--- config.mk ---
export PLATFORM = sky130hd
export DESIGN_NAME = div_uns_seq
export DESIGN_NICKNAME = d
export VERILOG_FILES = /design/src/rtl/div_uns_seq.sv
export SDC_FILE = /design/constraint.sdc
export NUM_CORES = 1
export LEC_CHECK = 0
export CAP_MARGIN = 20
export CELL_PAD_IN_SITES_DETAIL_PLACEMENT = 1
export CELL_PAD_IN_SITES_GLOBAL_PLACEMENT = 1
export CORE_MARGIN = 2
export CORE_UTILIZATION = 38
export CTS_CLUSTER_DIAMETER = 80
export DETAILED_ROUTE_END_ITERATION = 12
export PLACE_DENSITY = 0.79
export SETUP_SLACK_MARGIN = 0.1
export SLEW_MARGIN = 30
export SYNTH_ARGS = -nofsm -noshare
export SYNTH_HDL_FRONTEND = slang
export SYNTH_SLANG_ARGS = --single-unit
--- constraint.sdc ---
create_clock -name clk_i -period 3 [get_ports clk_i]
set_clock_uncertainty 0.2 [all_clocks]
set_input_delay 0.6 -clock clk_i [delete_from_list [all_inputs] [get_ports clk_i]]
set_output_delay 0.6 -clock clk_i [all_outputs]
set_load 0.02 [all_outputs]
--- src/rtl/div_uns_seq.sv ---
// ---------------------------------------------------------------------------
// div_uns_seq
//
// Purpose:
//   Sequential unsigned restoring radix-2 divider. It takes one operand pair
//   through a valid/ready handshake and retires one quotient bit per clock,
//   MSB first. It presents Q = floor(X/Y) and R = X mod Y through a second
//   valid/ready handshake, and holds the result until the consumer takes it.
//
//   Divide by zero gives Q = all ones, R = X[widthY-1:0] and dz_o = 1.
//   - Default build: a zero divisor runs the normal iteration. Comparing
//     against zero always succeeds, so every quotient bit becomes 1, and the
//     partial remainder ends up holding the low dividend bits.
//   - Optional feature, macro DIVUNS_FAST_DZ_EN: a zero divisor skips the
//     iteration. The divider loads the divide-by-zero result directly and
//     presents it one cycle after acceptance.
//
// Parameters:
//   widthX  dividend / quotient width
//   widthY  divisor / remainder width (1 <= widthY <= widthX)
//
// Ports:
//   clk_i        in   1       clock, rising edge
//   rst_i        in   1       synchronous active-high reset
//   X            in   widthX  dividend
//   Y            in   widthY  divisor
//   in_valid_i   in   1       X/Y valid
//   in_ready_o   out  1       divider idle and able to accept a pair
//   Q            out  widthX  quotient
//   R            out  widthY  remainder
//   dz_o         out  1       divide-by-zero flag of the presented result
//   out_valid_o  out  1       Q/R/dz_o valid
//   out_ready_i  in   1       consumer accepts the result
// ---------------------------------------------------------------------------
module div_uns_seq #(
  parameter int widthX = 16,
  parameter int widthY = 16
) (
  input  logic              clk_i,
  input  logic              rst_i,
  input  logic [widthX-1:0] X,
  input  logic [widthY-1:0] Y,
  input  logic              in_valid_i,
  output logic              in_ready_o,
  output logic [widthX-1:0] Q,
  output logic [widthY-1:0] R,
  output logic              dz_o,
  output logic              out_valid_o,
  input  logic              out_ready_i
);

  localparam int CntW = $clog2(widthX + 1);

  typedef enum logic [1:0] {
    IDLE = 2'd0,
    BUSY = 2'd1,
    DONE = 2'd2
  } state_t;

  state_t            state_q, state_d;
  logic [widthX-1:0] dividend_q, dividend_d;
  logic [widthY-1:0] divisor_q, divisor_d;
  logic [widthX-1:0] quot_q, quot_d;
  logic [widthY:0]   partRem_q, partRem_d;
  logic [CntW-1:0]   count_q, count_d;
  logic              dz_q, dz_d;

  logic [widthY+1:0] shifted;
  logic [widthY+1:0] yExt;
  logic              fitBit;
  logic              accept;
  logic              lastIter;

  // One restoring step. The next dividend bit is shifted into the partial
  // remainder, and the result is compared against the divisor.
  // The compare uses an extra top bit, so the full stored remainder always
  // takes part. For a non-zero divisor, the stored remainder is always below
  // the divisor, so this extra bit stays zero. For a zero divisor, the
  // compare always succeeds. The truncated difference then simply keeps the
  // low dividend bits that were shifted in, which is the value required for
  // R in that case.
  always_comb begin
    shifted = {partRem_q, dividend_q[widthX-1]};
    yExt    = {2'b00, divisor_q};
    fitBit  = (shifted >= yExt);
  end

  // Control FSM, next-state and handshake outputs.
  // in_ready_o is high only in IDLE, and out_valid_o only in DONE.
  // BUSY lasts exactly widthX cycles. The edge that retires the last
  // quotient bit moves the FSM to DONE. With the fast divide-by-zero
  // option, a zero divisor goes straight from IDLE to DONE.
  always_comb begin
    state_d     = state_q;
    in_ready_o  = 1'b0;
    out_valid_o = 1'b0;
    accept      = 1'b0;
    lastIter    = (count_q == CntW'(1));
    case (state_q)
      IDLE: begin
        in_ready_o = 1'b1;
        if (in_valid_i) begin
          accept = 1'b1;
`ifdef DIVUNS_FAST_DZ_EN
          state_d = (Y == '0) ? DONE : BUSY;
`else
          state_d = BUSY;
`endif
        end
      end
      BUSY: begin
        if (lastIter) begin
          state_d = DONE;
        end
      end
      DONE: begin
        out_valid_o = 1'b1;
        if (out_ready_i) begin
          state_d = IDLE;
        end
      end
      default: begin
        state_d = IDLE;
      end
    endcase
  end

  // Datapath next-state.
  // - Acceptance: the divider captures the operands, clears the quotient and
  //   the partial remainder, and loads the iteration counter.
  // - Each BUSY cycle: the divider consumes one dividend bit and appends one
  //   quotient bit.
  // - Otherwise: every register holds. This keeps the result stable in DONE
  //   and makes the divider ignore the inputs outside IDLE.
  always_comb begin
    dividend_d = dividend_q;
    divisor_d  = divisor_q;
    quot_d     = quot_q;
    partRem_d  = partRem_q;
    count_d    = count_q;
    dz_d       = dz_q;
    if (accept) begin
      dividend_d = X;
      divisor_d  = Y;
      quot_d     = '0;
      partRem_d  = '0;
      count_d    = CntW'(widthX);
      dz_d       = (Y == '0);
`ifdef DIVUNS_FAST_DZ_EN
      if (Y == '0) begin
        quot_d    = '1;
        partRem_d = {1'b0, X[widthY-1:0]};
        count_d   = '0;
      end
`endif
    end else if (state_q == BUSY) begin
      dividend_d = dividend_q << 1;
      quot_d     = (quot_q << 1) | widthX'(fitBit);
      if (fitBit) begin
        partRem_d = (widthY+1)'(shifted - yExt);
      end else begin
        partRem_d = shifted[widthY:0];
      end
      count_d    = count_q - CntW'(1);
    end
  end

  // State and datapath registers.
  // Reset is synchronous and overrides both handshakes. Reset discards any
  // division in flight and any pending result, so neither is ever presented.
  always_ff @(posedge clk_i) begin
    if (rst_i) begin
      state_q    <= IDLE;
      dividend_q <= '0;
      divisor_q  <= '0;
      quot_q     <= '0;
      partRem_q  <= '0;
      count_q    <= '0;
      dz_q       <= 1'b0;
    end else begin
      state_q    <= state_d;
      dividend_q <= dividend_d;
      divisor_q  <= divisor_d;
      quot_q     <= quot_d;
      partRem_q  <= partRem_d;
      count_q    <= count_d;
      dz_q       <= dz_d;
    end
  end

  // The result outputs come straight from the registers.
  // The partial remainder's extra top bit is only working headroom.
  assign Q    = quot_q;
  assign R    = partRem_q[widthY-1:0];
  assign dz_o = dz_q;

endmodule

# Word-level counts from Yosys, hierarchy flattened
# Cells that the tools add are included.
[totals]
in_bits = 36
out_inout_bits = 35
wordCells = 36
ff_bits = 73
[op_classes]
n_addsub = 2
bitwise_logic = 1
muxes = 13
n_eq_ne = 6
reduce_logical = 5
n_lt_le_gt_ge = 1
[ops]
columns = ["op", "n"]
rows = [
  ["$mux 16", 2],
  ["$ge 18x16->1", 1],
  ["$mux 17", 1],
  ["$sub 17x16->17", 1],
  ["$logic_not 16->1", 1],
  ["$or 16x1->16", 1],
  ["$mux 5", 2],
  ["$mux 2", 3],
  ["$ne 2x2->1 const B", 3],
  ["$pmux 2 s3", 1],
  ["$eq 5x1->1 const B", 1],
  ["$sub 5x1->5 const B", 1],
  ["$mux 1", 4],
  ["$reduce_and 3->1", 1],
  ["$eq 2x1->1 const B", 1],
  ["$eq 2x2->1 const B", 1],
  ["$logic_not 2->1", 1],
  ["$reduce_bool 2->1", 1],
  ["$reduce_or 2->1", 1],
]

# Logic depth before layout (Yosys ltp)
# Gate-level depths: netlist of the first run.
[logic_depth]
word_depth = 3
depth_mapped = 12
mapped_depth_nobuf = 11

# Worst setup path after synthesis of the first run
# No wires, ideal clock.
[synth_timing]
kind = "register -> register"
from = "register dividend_q[15]"
to = "register partRem_q[10]"
path_stages_with_launch = 12
period_less_slack_ps = 2755
t_required_ps = 2683
setup_ps = 117
arrival_ps = 2437
path_buffers = 1
slack_ps = 245
path_cell_list = "dfxtp_1 -> inv_1 -> ha_1 -> inv_1 -> fa_1 -> a21o_1 -> a221oi_4 -> a2111oi_2 -> nor4b_4 -> buf_6 -> a21oi_1 -> a32o_1"
[synth_between]
elab_chain_len = 2
word_cells_on_any_way = 3
classes_between = "1 x add/sub; 1 x order compare; 1 x mux"
[synth_lines]
columns = ["item", "line", "source"]
rows = [
  ["start, declared", "61", "logic [widthX-1:0] dividend_q, dividend_d;"],
  ["start signal, assigned", "182", "dividend_q <= dividend_d;"],
  ["$sub 17x16->17 or $ge 18x16->1 (tied branches)", "160, 85", ""],
  ["$mux 17 (*)", "159", "if (fitBit) begin"],
  ["end signal, assigned", "185", "partRem_q <= partRem_d;"],
  ["end, declared", "64", "logic [widthY:0] partRem_q, partRem_d;"],
]
# Every way passes the cells marked *; elsewhere a longest branch is shown, timed or not.
# A chain may end at the register's enable or synchronous reset.

# Worst setup path after layout of the first run
[layout_timing]
from = "register dividend_q[15]"
to = "register partRem_q[0]"
# Same word-level chain as after synthesis.

==> results of run 1 <==
-- cell type report --
class	count	area (um2)
Clock buffer	9	124
Clock inverter	7	82.6
Fill cell	1237	4920
Inverter	27	101
Multi-Input combinational cell	346	2110
Sequential cell	73	1460
Tap cell	133	166
Timing Repair Buffer	90	856
-- critical path, cell delays in order, from the launching register on --
cell       delay (ns)
dfxtp_2          0.33
inv_2            0.07
ha_4             0.14
inv_2            0.04
fa_2             0.37
a21o_1           0.21
a221oi_4         0.31
a2111oi_4        0.13
nor4b_4          0.41
buf_4            0.22
mux2_4           0.30
o21ai_2          0.10
-- through the flow --
stage | std cells | setup WS (ns) | total power, uW | hold WS (ns)
finish | 685 | 0.120 | 3340 | 0.262
global route | 685 | -0.0170 | 3530 | 0.283
CTS | 682 | 0.112 | 3260 | 0.263
detailed placement | 664 | 0.116 | 2400 | 0.250
global placement | 664 | 0.199 | 2360 | 0.243
floorplan | 491 | 0.245 | 2060 | 0.236
-- Yosys cell counts (4+ instances only) --
cell type | instances | area [um2]
a211oi_1 | 6 | 45.0
a21o_1 | 7 | 52.6
a21oi_1 | 76 | 380
a22oi_1 | 15 | 113
buf_4 | 17 | 128
clkbuf_1 | 27 | 101
dfxtp_1 | 73 | 1460
ha_1 | 18 | 225
inv_1 | 27 | 101
mux2i_1 | 5 | 50.1
nand2_1 | 92 | 345
nand3_1 | 12 | 60.1
nand4_1 | 5 | 31.3
nor2_1 | 24 | 90.1
nor2b_1 | 4 | 25.0
nor4_1 | 4 | 25.0
o21ai_0 | 18 | 90.1
xnor2_1 | 11 | 96.3
xor2_1 | 5 | 43.8
-- report_power, final --
part / leakage [uW] / internal (uW) / total [uW] / switching, uW
sequential: 0.000596 / 1050 / 1110 / 60.4
combinational: 0.00117 / 620 / 1410 / 789
clock: 0.0000988 / 399 / 824 / 425
total: 0.00187 / 2060 / 3340 / 1270
-- sequential cells by signal, summed over array words and instances (netlist names) --
register and flops:
state_q 2, dz_o 1, divisor_q 16, count_q 5
dividend_q 16, Q 16, partRem_q 17
-- what timing repair did --
item	CTS	global route
resized for setup	0	13
pin swaps	1	7
hold endpoints to repair	0	0
gates cloned	0	1
setup endpoints to repair	3	18
hold buffers	0	0
setup buffers	2	2
-- worst max path at each step --
stage / slack (ns) / depth (start not counted) / end
floorplan: 0.25 / 11 / partRem_q[10]$_SDFFE_PP0P_
finish: 0.12 / 11 / partRem_q[0]$_SDFFE_PP0P_
global placement: 0.20 / 11 / partRem_q[0]$_SDFFE_PP0P_
global route: -0.02 / 11 / partRem_q[0]$_SDFFE_PP0P_
detailed placement: 0.12 / 12 / partRem_q[4]$_SDFFE_PP0P_
CTS: 0.11 / 11 / partRem_q[0]$_SDFFE_PP0P_
-- layout by cell type, fill, tap and decap left out, types with 3 or more instances in the layout --
cell type and instances:
a22oi_1 15, o21ai_0 18, nand2b_1 3, nand3_1 12
o211ai_1 3, nor4_1 4, nand4_1 5, dfxtp_1 71
xnor2_1 11, nor3_1 3, a32o_1 3, mux2i_1 5
ha_1 16, clkdlybuf4s50_1 70, clkbuf_8 9, nor2_1 24
nand2_1 92, a21oi_1 76, o21bai_1 3, inv_6 3
buf_4 17, inv_1 25, a211oi_1 6, a21o_1 7
xor2_1 5, nor2b_1 3
-- routing by layer --
layer  routed length (um)  GRT usage  up-vias
li1                     -          -     1793
met1                 5230      0.264     1761
met2                 5420      0.338       87
met3                  406     0.0393       24
met4                  221     0.0648        0
met5                    0          0        -
-- logic make-up (layout without fill, tap and decap cells) --
group,after synthesis,after routing,share of synthesized area
xor+xnor,16,16,0.0363
flops,73,73,0.378
fa+ha+maj,19,19,0.0635
mux,6,6,0.0159
buf+inv,72,133,0.0884
compound gates,147,147,0.235
simple gates,158,158,0.183
==> qor.csv, run 1 <==
stage,metric,value,unit
routing,DRC viols,0,
sta,Final Hold Fails,0,
setup_path,critical path type,reg2reg,
routing,Via Count,3665,
routing,final routed wire length divided by cell count,16.5,um
die,core area,9820,um2
sta,FMAX,347,MHz
grt,first-pass GRT wire length,18.2,mm
cts,cts bufs inserted,9,
place,routability cong.,0.866,
setup_path,Reg-to-Reg End,partRem_q[0]$_SDFFE_PP0P_,
setup_path,Worst setup EP type,register,
setup_path,Crit path required time,3.08,ns
synthesis,Main synth FF type,dfxtp_1,
die,# IOs,71,
cts,Max Buffers Root-to-Sink,2,
routing,First-pass DRT Iterations,4,
cts,"Clk Latency, worst-skew pair",0.35,ns
worst_hold_path,worst min path class,reg2reg,
place,placed cell areas,4610,um2
setup_path,crit path DAT,2.96,ns
grt,overall routing resource usage,0.203,
setup_path,type of origin of the critical path,register,
cts,CTS tree,built,
synthesis,synthesized area,3860,um2
power,Peak VDD IR,0.279,mV
synthesis,Async SR Flop Fraction,0,
setup_path,worst r2r src,dividend_q[15]$_SDFFE_PP0P_,
sta,Slew Limit Headroom,0.524,
routing,vias per cell,5.35,
synthesis,Synthesized Nets,546,
final_layout,final core occ,0.499,
synthesis,"Seq/Total Area, Yosys",0.378,
worst_hold_path,hold path endpoint,dividend_q[13]$_SDFFE_PP0P_,
routing,total wire length,11.3,mm
routing,Starting DRT DRC Count,139,
die,Initial Utilization,0.394,
outcome,status,"complete, no violations",
die,die area,11000,um2
worst_hold_path,hold_sp,dividend_q[13]$_SDFFE_PP0P_,
synthesis,Seq cells post-synth,73,
power,leakage power,0.00187,uW
final_layout,area growth from synthesis to layout,26.8,%
setup_path,FF-to-FF path depth,11,
setup_path,reg2reg setup slack,0.12,ns
sta,fin. max-slew vios,0,
final_layout,Inserted Diodes,0,
setup_path,worst setup path start,dividend_q[15]$_SDFFE_PP0P_,
synthesis,Post-Synthesis Cells,491,
synthesis,synth warn,0,
sta,RSZ-0062 raised after global routing,yes,
sta,Tmin final,2.88,ns
synthesis,Yosys cell types,47,
place,dpl hpwl,7.90,mm
cts,clock root buffer,clkbuf_8,
cts,Sink Count,73,
sta,final period utilization,0.960,
sta,final setup vio count,0,
worst_hold_path,WHS Path Cells,2,
routing,post-route ant nets,0,
sta,post-route setup TNS,0,ns
synthesis,Post-synth EDFFs,0,
die,Die Y,105,um
setup_path,CP max FO,4,
die,Rows,36,
grt,vias in the first global route,3733,
job,max cap viols,0,
power,pwr dens,681,nW/um2
cts,clock slew at reported path FFs,0.09,ns
synthesis,mean post-synth cell area,7.87,um2
grt,initial antenna violation count,0,
die,die width,105,um
final_layout,Post-layout nets,602,
grt,largest net degree at the start of global routing,62,
sta,Worst Tran Pin Value,0.714,ns
cts,H-tree lvl count,3,
final_layout,Post-Layout Inst Area,4900,um2
place,I/O Buffers,70,
grt,Overflow after GRT,0,
final_layout,layout cell share with drive strength beyond 1,0.0942,
No activity file was read; power rests on OpenSTA's default activity.
==> inputs of run 2 (changes only) <==
--- a/config.mk
+++ b/config.mk
@@ -13,6 +13,7 @@
 export CTS_CLUSTER_DIAMETER = 80
 export DETAILED_ROUTE_END_ITERATION = 12
 export PLACE_DENSITY = 0.79
+export REMOVE_ABC_BUFFERS = 1
 export SETUP_SLACK_MARGIN = 0.1
 export SLEW_MARGIN = 30
 export SYNTH_ARGS = -nofsm -noshare
==> qor.csv, run 2 (synthesized netlist as in run 1, its figures left out) <==
stage,metric,value,unit,change
routing,First-pass DRT Iterations,4,,unchanged
place,Inst Count DP,665,,was 664
worst_hold_path,worst min path class,reg2reg,,unchanged
setup_path,CP max stage delay,0.41,ns,about the same
routing,vias per cell,5.30,,was 5.35
routing,Starting DRT DRC Count,140,,was 139
cts,H-tree lvl count,3,,unchanged
place,placed cell areas,4620,um2,was 4610 um2
sta,Final Hold Fails,0,,unchanged
cts,Max Buffers Root-to-Sink,2,,unchanged
final_layout,most flop-heavy register,partRem_q,,unchanged
sta,final period utilization,0.970,,was 0.960
sta,final setup vio count,0,,unchanged
cts,clock root buffer,clkbuf_8,,unchanged
grt,Overflow after GRT,0,,unchanged
power,Peak VDD IR,0.241,mV,was 0.279 mV
final_layout,area growth from synthesis to layout,26.2,%,was 26.8%
final_layout,max FFs per register,17,,unchanged
routing,post-route ant nets,0,,unchanged
final_layout,fillers,1246,,was 1237
setup_path,Crit-path slowest cell,nor4b_4,,unchanged
grt,first-pass GRT wire length,19.0,mm,was 18.2 mm
final_layout,Post-layout nets,601,,was 602
setup_path,crit path DAT,2.99,ns,was 2.96 ns
sta,Tmin final,2.91,ns,was 2.88 ns
grt,vias in the first global route,3823,,was 3733
grt,met1 Usage GRT,0.276,,was 0.264
setup_path,critical path type,reg2reg,,unchanged
final_layout,"most common cell after layout, fill and taps aside",nand2_1,,unchanged
cts,CTS tree,built,,unchanged
power,leakage power,0.00186,uW,was 0.00187 uW
cts,hold buffer count at CTS,0,,unchanged
grt,Top Usage Layer GRT,met2,,unchanged
die,# IOs,71,,unchanged
setup_path,type of origin of the critical path,register,,unchanged
place,I/O Buffers,70,,unchanged
cts,Sink Count,73,,unchanged
setup_path,Worst setup EP type,register,,unchanged
job,max cap viols,0,,unchanged
place,dpl hpwl,8.27,mm,was 7.90 mm
final_layout,layout cell share with drive strength beyond 1,0.0907,,was 0.0942
sta,fin. max-slew vios,0,,unchanged
cts,"Clk Latency, worst-skew pair",0.36,ns,was 0.35 ns
grt,overall routing resource usage,0.213,,was 0.203
setup_path,CP max FO,4,,unchanged
sta,RSZ-0062 raised after global routing,yes,,unchanged
final_layout,"commonest cells after routing, fill and taps aside","nand2_1 (92), a21oi_1 (76), dfxtp_1 (71), clkdlybuf4s50_1 (70), inv_1 (25)",,unchanged
routing,final routed wire length divided by cell count,16.8,um,was 16.5 um
final_layout,Final Instance Count excl. Fillers,684,,was 685
outcome,status,"complete, no violations",,unchanged
die,Rows,36,,unchanged
grt,met2 Usage GRT,0.360,,was 0.338
cts,cts bufs inserted,9,,unchanged
power,Overall Power,3280,uW,was 3340 uW
final_layout,Inserted Diodes,0,,unchanged
power,pwr dens,672,nW/um2,was 681 nW/um2
grt,grt met3 use,0.0312,,was 0.0393
final_layout,Post-Layout Inst Area,4880,um2,was 4900 um2
setup_path,"Cell Chain, Critical Path","inv_2, ha_4, inv_2, fa_2, a21o_1, a221oi_4, a2111oi_4, nor4b_4, buf_4, mux2_4, o21ai_1",,"was inv_2, ha_4, inv_2, fa_2, a21o_1, a221oi_4, a2111oi_4, nor4b_4, buf_4, mux2_4, o21ai_2"
die,Die Y,105,um,unchanged
die,core area,9820,um2,unchanged
setup_path,Top delay family on crit path,compound AO/OA/AOI/OAI gates,,unchanged
routing,total wire length,11.5,mm,was 11.3 mm
place,routability cong.,0.854,,was 0.866
die,Initial Utilization,0.394,,unchanged
routing,Via Count,3628,,was 3665
cts,clock slew at reported path FFs,0.08,ns,was 0.09 ns
die,die width,105,um,unchanged
setup_path,cell mode on critical path,inv_2,,unchanged
die,die area,11000,um2,unchanged
grt,largest net degree at the start of global routing,29,,was 62
sta,post-route setup TNS,0,ns,unchanged
setup_path,worst path buffer plus inverter count,3,,unchanged
sta,FMAX,343,MHz,was 347 MHz
sta,Slew Limit Headroom,0.484,,was 0.524
sta,Worst Tran Pin Value,0.774,ns,was 0.714 ns
setup_path,Crit path required time,3.08,ns,about the same
routing,DRC viols,0,,unchanged
grt,initial antenna violation count,0,,unchanged
[run 2: layout make-up]
| class | count | area (um2) | share of cell area |
|---|---|---|---|
| clock buffers | 10 | 128 | 0.0262 |
| clock inverters | 6 | 65.1 | 0.0133 |
| inverters | 27 | 101 | 0.0208 |
| multi-input cells | 346 | 2110 | 0.432 |
| flip-flops and latches | 73 | 1460 | 0.300 |
| well taps | 133 | 166 | 0.0341 |
| repair buffers | 89 | 847 | 0.174 |
[run 2: power by group]
part           internal [uW]  switching [uW]  leakage (uW)
logic                    599             775       0.00117
registers               1050            65.1      0.000596
clock network            388             406     0.0000971
total                   2030            1250       0.00186
[run 2: metal layers]
metal	vias to the layer above	wire length (um)
li1	1789	-
met1	1751	5300
met2	64	5570
met3	24	334
met4	0	262
met5	-	0
[run 2: worst paths after layout]
kind / start / endpoint / slack (ns) / depth (start not counted)
hold reg to reg: dividend_q[12]$_SDFFE_PP0P_ / dividend_q[12]$_SDFFE_PP0P_ / 0.26 / 2
setup / recovery: dividend_q[15]$_SDFFE_PP0P_ / partRem_q[0]$_SDFFE_PP0P_ / 0.09 / 11
setup reg to reg: dividend_q[15]$_SDFFE_PP0P_ / partRem_q[0]$_SDFFE_PP0P_ / 0.09 / 11
hold / removal: dividend_q[12]$_SDFFE_PP0P_ / dividend_q[12]$_SDFFE_PP0P_ / 0.26 / 2
[run 2: timing repair]
action	in CTS	in global routing
gates resized for setup	0	11
setup buffers	0	3
setup endpoints to repair	0	17
[run 2: worst reg2reg max path: cells and delay by family (launching register included)]
family / cells / cell delay, ns
compound gates: 4 / 0.78
fa+ha+maj: 2 / 0.50
buf+inv: 3 / 0.32
flops: 1 / 0.33
mux: 1 / 0.30
simple gates: 1 / 0.41
[run 2: metrics by stage]
| step | hold slack, ns | utilization | worst slack [ns] |
|---|---|---|---|
| 6_report | 0.257 | 0.497 | 0.0886 |
| 2_1_floorplan | 0.230 | - | -0.575 |
| 4_1_cts | 0.259 | 0.490 | 0.112 |
| 3_3_place_gp | 0.242 | 0.470 | 0.259 |
| 5_1_grt | 0.286 | 0.497 | -0.0114 |
| 3_5_place_dp | 0.246 | 0.470 | 0.172 |
==> inputs of run 3 (changes only) <==
--- a/config.mk
+++ b/config.mk
@@ -12,6 +12,7 @@
 export CORE_UTILIZATION = 38
 export CTS_CLUSTER_DIAMETER = 80
 export DETAILED_ROUTE_END_ITERATION = 12
+export GPL_TIMING_DRIVEN = 0
 export PLACE_DENSITY = 0.79
 export REMOVE_ABC_BUFFERS = 1
 export SETUP_SLACK_MARGIN = 0.1
==> qor.csv, run 3 (synthesized netlist as in run 1, its figures left out) <==
stage,metric,value,unit,change
job,max cap viols,0,,unchanged
final_layout,Post-layout nets,593,,was 601
place,I/O Buffers,70,,unchanged
final_layout,"most common cell after layout, fill and taps aside",nand2_1,,unchanged
worst_hold_path,worst min path class,reg2reg,,unchanged
sta,final period utilization,0.924,,was 0.970
grt,overall routing resource usage,0.199,,was 0.213
routing,DRC viols,0,,unchanged
place,DP Worst Slack,-0.513,ns,was 0.172 ns
power,leakage power,0.00184,uW,was 0.00186 uW
sta,Slew Limit Headroom,0.474,,was 0.484
setup_path,CP max FO,6,,was 4
routing,Starting DRT DRC Count,136,,was 140
outcome,status,"complete, no violations",,unchanged
power,Sw Ratio,0.365,,was 0.380
power,Int Power,2170,uW,was 2030 uW
power,Reg power frac,0.325,,was 0.339
final_layout,fillers,1228,,was 1246
setup_path,Crit path required time,3.10,ns,was 3.08 ns
routing,post-route ant nets,0,,unchanged
die,Initial Utilization,0.394,,unchanged
sta,setup slack after layout,0.228,ns,was 0.0886 ns
die,die area,11000,um2,unchanged
die,Rows,36,,unchanged
grt,largest net degree at the start of global routing,40,,was 29
sta,Hold WS,0.256,ns,was 0.257 ns
grt,Overflow after GRT,0,,unchanged
sta,Final Hold Fails,0,,unchanged
final_layout,register area,1470,um2,was 1460 um2
sta,FMAX,361,MHz,was 343 MHz
setup_path,type of origin of the critical path,register,,unchanged
die,# IOs,71,,unchanged
setup_path,crit path DAT,2.87,ns,was 2.99 ns
routing,vias per cell,5.22,,was 5.30
cts,H-tree lvl count,3,,unchanged
final_layout,max FFs per register,17,,unchanged
final_layout,area growth from synthesis to layout,27.6,%,was 26.2%
power,pwr dens,691,nW/um2,was 672 nW/um2
final_layout,multi-input combinational cell area,2150,um2,was 2110 um2
power,Overall Power,3410,uW,was 3280 uW
sta,final setup vio count,0,,unchanged
cts,cts bufs inserted,9,,unchanged
final_layout,most flop-heavy register,partRem_q,,unchanged
sta,Tmin final,2.77,ns,was 2.91 ns
place,dpl hpwl,7.50,mm,was 8.27 mm
sta,Worst Tran Pin Value,0.788,ns,was 0.774 ns
place,routability cong.,0.912,,was 0.854
final_layout,"commonest cells after routing, fill and taps aside","nand2_1 (92), a21oi_1 (76), dfxtp_1 (70), clkdlybuf4s50_1 (69), inv_1 (25)",,"was nand2_1 (92), a21oi_1 (76), dfxtp_1 (71), clkdlybuf4s50_1 (70), inv_1 (25)"
grt,initial antenna violation count,0,,unchanged
sta,RSZ-0062 raised after global routing,yes,,unchanged
final_layout,layout cell share with drive strength beyond 1,0.103,,was 0.0907
cts,"Clk Latency, worst-skew pair",0.35,ns,was 0.36 ns
setup_path,critical path type,reg2reg,,unchanged
die,core area,9820,um2,unchanged
final_layout,Inserted Diodes,0,,unchanged
sta,fin. max-slew vios,0,,unchanged
die,Die Y,105,um,unchanged
routing,final routed wire length divided by cell count,16.2,um,was 16.8 um
cts,clock slew at reported path FFs,0.08,ns,about the same
grt,first-pass GRT wire length,17.7,mm,was 19.0 mm
cts,clock root buffer,clkbuf_8,,unchanged
cts,Sink Count,73,,unchanged
power,Sw Pwr,1240,uW,was 1250 uW
cts,CTS tree,built,,unchanged
grt,vias in the first global route,3549,,was 3823
cts,Max Buffers Root-to-Sink,2,,unchanged
routing,First-pass DRT Iterations,4,,unchanged
power,Peak VDD IR,0.324,mV,was 0.241 mV
setup_path,Worst setup EP type,register,,unchanged
routing,Via Count,3530,,was 3628
power,Comb power frac,0.430,,was 0.419
routing,total wire length,10.9,mm,was 11.5 mm
power,Clock power frac,0.245,,was 0.242
die,die width,105,um,unchanged
[run 3: layer usage]
layer / up-vias / GRT usage / part of all wire / wire length [um]
li1: 1786 / - / - / -
met1: 1676 / 0.247 / 0.46 / 5040
met2: 58 / 0.343 / 0.49 / 5390
met3: 10 / 0.0549 / 0.036 / 397
met4: 0 / 0.0438 / 0.010 / 112
met5: - / 0 / 0 / 0
[run 3: layout make-up]
type                    count  area share
well taps                 133      0.0337
clock inverters             5      0.0124
flip-flops and latches     73       0.297
clock buffers              11      0.0307
repair buffers             80       0.170
inverters                  27      0.0205
multi-input cells         347       0.435
[run 3: critical path, stage by stage (launching register included)]
cell	delay, ns
dfxtp_1	0.35
inv_1	0.08
ha_2	0.39
and3_2	0.24
nand4_1	0.19
a2111oi_4	0.43
nor4b_4	0.09
buf_4	0.18
nor2_1	0.30
o211ai_1	0.17
nand2_1	0.08
[run 3: worst paths after layout]
kind	startpoint	endpoint	slack, ns	cells after the start
max reg2reg	divisor_q[4]$_SDFFE_PP0P_	partRem_q[11]$_SDFFE_PP0P_	0.23	10
min	dividend_q[1]$_SDFFE_PP0P_	dividend_q[1]$_SDFFE_PP0P_	0.26	2
min reg2reg	dividend_q[1]$_SDFFE_PP0P_	dividend_q[1]$_SDFFE_PP0P_	0.26	2
max	divisor_q[4]$_SDFFE_PP0P_	partRem_q[11]$_SDFFE_PP0P_	0.23	10
[run 3: power by group through the flow]
| stage | combinational (uW) | sequential [uW] | clock, uW |
|---|---|---|---|
| after floorplan | 822 | 1140 | 0 |
| final | 1470 | 1110 | 837 |
| after CTS | 1380 | 1110 | 864 |
| after global routing | 1600 | 1120 | 909 |
| after global placement | 1160 | 1120 | 0 |
| after detailed placement | 1250 | 1130 | 0 |
[run 3: metrics by stage]
stage | instance area [um2] | std cells | TNS, ns | utilization
after floorplan | 3620 | 446 | -12.99 | -
after global placement | 4490 | 649 | -90.36 | 0.457
after detailed placement | 4570 | 653 | -3.85 | 0.466
after CTS | 4850 | 673 | 0 | 0.494
after global routing | 4930 | 676 | 0 | 0.502
final | 4930 | 676 | 0 | 0.502
[run 3: repair_timing]
item / CTS / global route
pin swaps: 4 / 8
hold buffers: 0 / 0
setup buffers: 4 / 2
setup endpoints to repair: 16 / 17
gates resized for setup: 4 / 19
cloned: 0 / 1
